### src/rtl/ofs_rst_seq_pkg.sv
// Shared types and default constants for the OFS reset sequencer.
package ofs_rst_seq_pkg;

  typedef enum logic [2:0] {
    ST_IDLE    = 3'd0,
    ST_STABLE  = 3'd1,
    ST_RELEASE = 3'd2,
    ST_RUN     = 3'd3,
    ST_HOLD    = 3'd4
  } seq_state_e;

  localparam int unsigned DEF_NUM_DOMAINS        = 4;
  localparam int unsigned DEF_CNT_W              = 16;
  localparam int unsigned DEF_LOCK_STABLE_CYCLES = 1024;
  localparam int unsigned DEF_DOMAIN_DLY         = 64;
  localparam int unsigned DEF_HOLD_CYCLES        = 32;

  // Saturating increment for the 8-bit lock-loss event counter.
  function automatic logic [7:0] sat_inc8(input logic [7:0] v);
    return (v == 8'hFF) ? v : v + 8'd1;
  endfunction

endpackage

### src/rtl/fim_resync.sv
// Multi-stage flop synchronizer with asynchronous active-low clear.
module fim_resync #(
  parameter int unsigned WIDTH  = 1,
  parameter int unsigned STAGES = 2
) (
  input  logic             clk,
  input  logic             rst_n,
  input  logic [WIDTH-1:0] d,
  output logic [WIDTH-1:0] q
);

  logic [STAGES-1:0][WIDTH-1:0] sync_q;

  // Shift the input through the synchronizer chain.
  always_ff @(posedge clk or negedge rst_n) begin
    if (!rst_n) begin
      sync_q <= '0;
    end else begin
      sync_q[0] <= d;
      for (int unsigned i = 1; i < STAGES; i++) begin
        sync_q[i] <= sync_q[i-1];
      end
    end
  end

  assign q = sync_q[STAGES-1];

endmodule

### src/rtl/ofs_rst_sequencer.sv
// Ordered per-domain reset release, qualified by a stable PLL lock.
module ofs_rst_sequencer
  import ofs_rst_seq_pkg::*;
#(
  parameter int unsigned                    NUM_DOMAINS        = DEF_NUM_DOMAINS,
  parameter int unsigned                    CNT_W              = DEF_CNT_W,
  parameter int unsigned                    LOCK_STABLE_CYCLES = DEF_LOCK_STABLE_CYCLES,
  parameter logic [NUM_DOMAINS*CNT_W-1:0]   DOMAIN_DLY         = {NUM_DOMAINS{CNT_W'(DEF_DOMAIN_DLY)}},
  parameter int unsigned                    HOLD_CYCLES        = DEF_HOLD_CYCLES
) (
  input  logic                   clk,
  input  logic                   rst_n,
  input  logic                   pll_locked,
  input  logic                   sw_rst_req,
  output logic [NUM_DOMAINS-1:0] domain_rst_n,
  output logic                   seq_done,
  output logic [2:0]             seq_state,
  output logic [7:0]             lock_loss_cnt
);

  localparam int unsigned      IDX_W       = (NUM_DOMAINS > 1) ? $clog2(NUM_DOMAINS) : 1;
  localparam logic [CNT_W-1:0] STABLE_LAST = CNT_W'((LOCK_STABLE_CYCLES > 0) ? LOCK_STABLE_CYCLES - 1 : 0);
  localparam logic [CNT_W-1:0] HOLD_LAST   = CNT_W'((HOLD_CYCLES > 0) ? HOLD_CYCLES - 1 : 0);
  localparam logic [IDX_W-1:0] IDX_LAST    = IDX_W'(NUM_DOMAINS - 1);

  logic                   lock;
  logic                   rst_ready;
  seq_state_e             state_q, state_d;
  logic [CNT_W-1:0]       cnt_q, cnt_d;
  logic [IDX_W-1:0]       idx_q, idx_d;
  logic [NUM_DOMAINS-1:0] dom_q, dom_d;
  logic                   done_q, done_d;
  logic [7:0]             loss_q, loss_d;
  logic [CNT_W-1:0]       dly_sel;
  logic [CNT_W-1:0]       dly_last;

  fim_resync #(
    .WIDTH  (1),
    .STAGES (2)
  ) u_lock_sync (
    .clk   (clk),
    .rst_n (rst_n),
    .d     (pll_locked),
    .q     (lock)
  );

  // Reset deassertion is re-timed so the FSM only leaves IDLE on a clean edge.
  fim_resync #(
    .WIDTH  (1),
    .STAGES (2)
  ) u_rst_sync (
    .clk   (clk),
    .rst_n (rst_n),
    .d     (1'b1),
    .q     (rst_ready)
  );

  // Select the release delay of the domain currently being sequenced; 0 acts as 1.
  always_comb begin
    dly_sel = '0;
    for (int unsigned i = 0; i < NUM_DOMAINS; i++) begin
      if (idx_q == IDX_W'(i)) dly_sel = DOMAIN_DLY[i*CNT_W +: CNT_W];
    end
    dly_last = (dly_sel == '0) ? '0 : dly_sel - 1'b1;
  end

  // Next-state logic; lock loss outranks a software request in the same cycle.
  always_comb begin
    state_d = state_q;
    cnt_d   = cnt_q;
    idx_d   = idx_q;
    dom_d   = dom_q;
    done_d  = done_q;
    loss_d  = loss_q;

    if (state_q != ST_IDLE && !lock) begin
      state_d = ST_IDLE;
      cnt_d   = '0;
      idx_d   = '0;
      dom_d   = '0;
      done_d  = 1'b0;
      if (state_q != ST_STABLE) loss_d = sat_inc8(loss_q);
    end else if (sw_rst_req && (state_q == ST_RELEASE || state_q == ST_RUN)) begin
      state_d = ST_HOLD;
      cnt_d   = '0;
      idx_d   = '0;
      dom_d   = '0;
      done_d  = 1'b0;
    end else begin
      case (state_q)
        ST_IDLE: begin
          cnt_d  = '0;
          idx_d  = '0;
          dom_d  = '0;
          done_d = 1'b0;
          if (lock && rst_ready) state_d = ST_STABLE;
        end
        ST_STABLE: begin
          if (cnt_q == STABLE_LAST) begin
            state_d = ST_RELEASE;
            cnt_d   = '0;
            idx_d   = '0;
          end else begin
            cnt_d = cnt_q + 1'b1;
          end
        end
        ST_RELEASE: begin
          if (cnt_q == dly_last) begin
            cnt_d = '0;
            for (int unsigned i = 0; i < NUM_DOMAINS; i++) begin
              if (idx_q == IDX_W'(i)) dom_d[i] = 1'b1;
            end
            if (idx_q == IDX_LAST) begin
              state_d = ST_RUN;
              done_d  = 1'b1;
              idx_d   = '0;
            end else begin
              idx_d = idx_q + 1'b1;
            end
          end else begin
            cnt_d = cnt_q + 1'b1;
          end
        end
        ST_RUN: begin
          state_d = ST_RUN;
        end
        ST_HOLD: begin
          if (cnt_q == HOLD_LAST) begin
            state_d = ST_IDLE;
            cnt_d   = '0;
          end else begin
            cnt_d = cnt_q + 1'b1;
          end
        end
        default: begin
          state_d = ST_IDLE;
          cnt_d   = '0;
          idx_d   = '0;
          dom_d   = '0;
          done_d  = 1'b0;
        end
      endcase
    end
  end

  // State, counters and registered outputs.
  always_ff @(posedge clk or negedge rst_n) begin
    if (!rst_n) begin
      state_q <= ST_IDLE;
      cnt_q   <= '0;
      idx_q   <= '0;
      dom_q   <= '0;
      done_q  <= 1'b0;
      loss_q  <= '0;
    end else begin
      state_q <= state_d;
      cnt_q   <= cnt_d;
      idx_q   <= idx_d;
      dom_q   <= dom_d;
      done_q  <= done_d;
      loss_q  <= loss_d;
    end
  end

  assign domain_rst_n  = dom_q;
  assign seq_done      = done_q;
  assign seq_state     = state_q;
  assign lock_loss_cnt = loss_q;

endmodule

### config.mk
export PLATFORM = sky130hd
export DESIGN_NAME = ofs_rst_sequencer
export DESIGN_NICKNAME = d
export VERILOG_FILES = /design/src/rtl/ofs_rst_seq_pkg.sv /design/src/rtl/fim_resync.sv /design/src/rtl/ofs_rst_sequencer.sv
export SDC_FILE = /design/constraint.sdc
export NUM_CORES = 1
export LEC_CHECK = 0
export CORE_MARGIN = 1
export CORE_UTILIZATION = 40
export DETAILED_ROUTE_END_ITERATION = 8
export SETUP_SLACK_MARGIN = 0.05
export SLEW_MARGIN = 20
export SYNTH_ARGS = -nofsm -noshare
export SYNTH_HDL_FRONTEND = slang
export SYNTH_HIERARCHICAL = 1
export SYNTH_SLANG_ARGS = --single-unit
### constraint.sdc
create_clock -name clk -period 3.93 [get_ports clk]
set_clock_uncertainty 0.2 [all_clocks]
set_input_delay 0.786 -clock clk [delete_from_list [all_inputs] [get_ports clk]]
set_output_delay 0.786 -clock clk [all_outputs]
set_load 0.03 [all_outputs]
==> flow_metrics.tcl <==
set metrics [dict create \
    status "completed" \
    p_leak_nw 0.889 \
    seq_area_frac_synth_pct 48.7 \
    dp_hpwl_mm 2.79 \
    cts_tree "yes" \
    drt_first_pass_iters 4 \
    drive_gt1_share_pct 6.60 \
    synth_warnings 6 \
    final_area_um2 2230 \
    grt_pass1_vias 1452 \
    portBuffers 19 \
    fp-row-count 24 \
    p_comb_share_pct 23.6 \
    p_int_uw 638 \
    drtIter0Drc 67 \
    insertion_delay_ns 0.28 \
    grt_start_max_net_pins 38 \
    cts_buffer_depth 2 \
    hold_path.class "reg -> reg" \
    highest_layer "met4" \
    ys_ff_latch 37 \
    setup_viol 0 \
    synth_flop_cell "dfrtp_1" \
    critPathMaxFanout 12 \
    hold_viol 0 \
    cts_root_buf "clkbuf_8" \
    ios 20 \
    htree_levels 2 \
    grt_setup_unrepaired "false" \
    finish.utilization_pct 49.7 \
    cts_made_buffers 5 \
    grt-ovfl-total 0 \
    tightest_slew_ns 0.507 \
    post_dp_cell_area_um2 2140 \
    cap_violations 0 \
    grt_usage_pct 16.7 \
    path_buf_inv 2 \
    p_per_area_nw_per_um2 417 \
    critPathLaunchType "input port" \
    holdWs_ns 0.152 \
    clk_pin_slew_ns 0.07 \
    synthDistinctLibCells 42 \
    syn_avg_cell_area_um2 10.0 \
    place.gp.congestion 0.859 \
    die_height_um 71.0 \
    routed_wl_mm 3.73 \
    p_clk_share_pct 28.3 \
    power_frac_seq_pct 48.1 \
    postCtsSetupBuffers 0 \
    drcViolationCount 0 \
    switchingPower_uw 290 \
    slowest_delay_ns 0.52 \
    antenna_found_initial 0 \
    cp.arrival_ns 2.45 \
    worstSetupPathType "in -> reg" \
    drv_slew 0 \
    crit_path_end_kind "flop" \
    synth_edf_count 0 \
    synth_cells 190 \
    fill_cells 426 \
    die_width_um 71.0 \
    slew-limit-headroom_pct 66.0 \
    fmax_mhz 399 \
    start_util_pct 42.5 \
    routedWlPerCell_um 14.1 \
    layout.nets 222 \
    cts_hold_buf 0 \
    clock-sinks 37 \
    cts_resized 0 \
    diodes 0 \
    async_flop_share_pct 100 \
    grt_pass1_wl_mm 6.51 \
    routed_via_density 5.40 \
    fin_crit_sh_pct 63.8 \
    num_vias 1425 \
    path_delay_family "buffers and inverters" \
    wl_met3_um 174 \
    area_delta_synth_final_pct 17.0 \
    synth_area_um2 1900 \
    ir_drop_v 0.000270 \
    dieArea_um2 5040 \
    core_um2 4470 \
    met1_length_mm 1.77 \
    worstPathCellList "clkdlybuf4s50_1 > nor3b_1 > o311ai_0 > buf_4 > nand2_1 > o31ai_4 > nor2_1" \
    crit_slowest_cell "clkdlybuf4s50_1" \
    tns_ns 0 \
    cp.required_ns 3.88 \
    route.met2.wl_mm 1.75 \
    ant_nets 0 \
    synthesis.nets 200 \
    swShare_pct 31.2 \
    final.min_clock_period_ns 2.51 \
]
[worst paths after layout]
check,start,end,slack (ns),cells past startpoint
setup / recovery,sw_rst_req,cnt_q[15],1.42,7
hold reg to reg,u_rst_sync/sync_q[0],u_rst_sync/q,0.15,0
min in group asynchronous,rst_n,domain_rst_n[2],0.72,2
setup reg to reg,cnt_q[12],cnt_q[15],1.43,5
max in group asynchronous,rst_n,cnt_q[10],2.49,2
hold / removal,u_rst_sync/sync_q[0],u_rst_sync/q,0.15,0
[layer usage]
layer  vias up  global-route usage [%]
li1        710                       -
met1       685                    20.3
met2        26                    28.0
met3         4                    5.13
met4         0                    6.00
met5         -                       0
[through the flow]
step / power, mW / setup slack, ns / std cells
global placement: 0.669 / 1.14 / 257
CTS: 0.941 / 1.38 / 264
finish: 0.928 / 1.42 / 264
detailed placement: 0.676 / 1.13 / 257
global route: 0.980 / 1.25 / 264
floorplan: 0.587 / 1.56 / 190
[cells in the final DEF (no fill, tap or decap), types with 6 or more instances in the layout]
master | synthesis | layout
clkdlybuf4s50_1 | 0 | 19
nor2_1 | 25 | 25
o21ai_0 | 8 | 8
nand2_1 | 25 | 25
ha_1 | 6 | 6
xnor2_1 | 12 | 12
xor2_1 | 7 | 7
nand3_1 | 9 | 9
clkbuf_8 | 0 | 6
dfrtp_1 | 37 | 37
[cells by family after synthesis]
family | Yosys count | synth area share (%)
DFF | 37 | 48.7
AOI/OAI and AO/OA | 28 | 11.4
other | 1 | 0.197
buffers and inverters | 9 | 2.37
xor gates and xnor gates | 19 | 8.74
adders and majority gates | 6 | 3.94
and+or+nand+nor | 90 | 24.7
[Yosys cell counts, drive strengths merged (3+ instances only)]
cell / number / share of area (%)
or4: 3 / 1.4
nand3: 9 / 2.4
inv: 3 / 0.59
xor2: 7 / 3.2
a21oi: 3 / 0.79
nand2b: 3 / 0.99
a22o: 4 / 1.8
nor4: 3 / 2.1
nor2: 25 / 4.9
nand2: 25 / 4.9
xnor2: 12 / 5.5
ha: 6 / 3.9
dfrtp: 37 / 49
nor3: 3 / 0.79
o21ai: 8 / 2.1
clkbuf: 4 / 0.79
nor2b: 5 / 1.6
nand4: 5 / 1.6
[flip-flops by register name, indices dropped and copies added, names as in the netlist]
signal	count
u_lock_sync/q	1
idx_q	2
lock_loss_cnt	8
u_rst_sync/q	1
u_lock_sync/sync_q	1
cnt_q	16
seq_state	3
u_rst_sync/sync_q	1
domain_rst_n	4
[final cells by class]
type | instances | area, um2 | area share, %
inverter | 3 | 11.3 | 0.506
clock buffer | 7 | 86.3 | 3.88
sequential | 37 | 926 | 41.6
multi-input combinational | 144 | 932 | 41.9
timing repair buffer | 21 | 205 | 9.22
tap | 52 | 65.1 | 2.92
[power by group through the flow]
stage          Combinational, mW  Sequential [mW]  Clock (mW)
6_report                   0.219            0.446       0.263
3_3_place_gp               0.217            0.452           0
4_1_cts                    0.223            0.447       0.271
3_5_place_dp               0.222            0.453           0
2_1_floorplan             0.0948            0.492           0
5_1_grt                    0.240            0.451       0.289
[worst reg2reg max path: stages, from the launching register on]
cell	delay, ns
dfrtp_1	0.42
or4_4	0.59
nor4b_2	0.35
nor2_1	0.18
o31ai_4	0.50
nor2_1	0.12
Power figures use the tool's default switching activity.
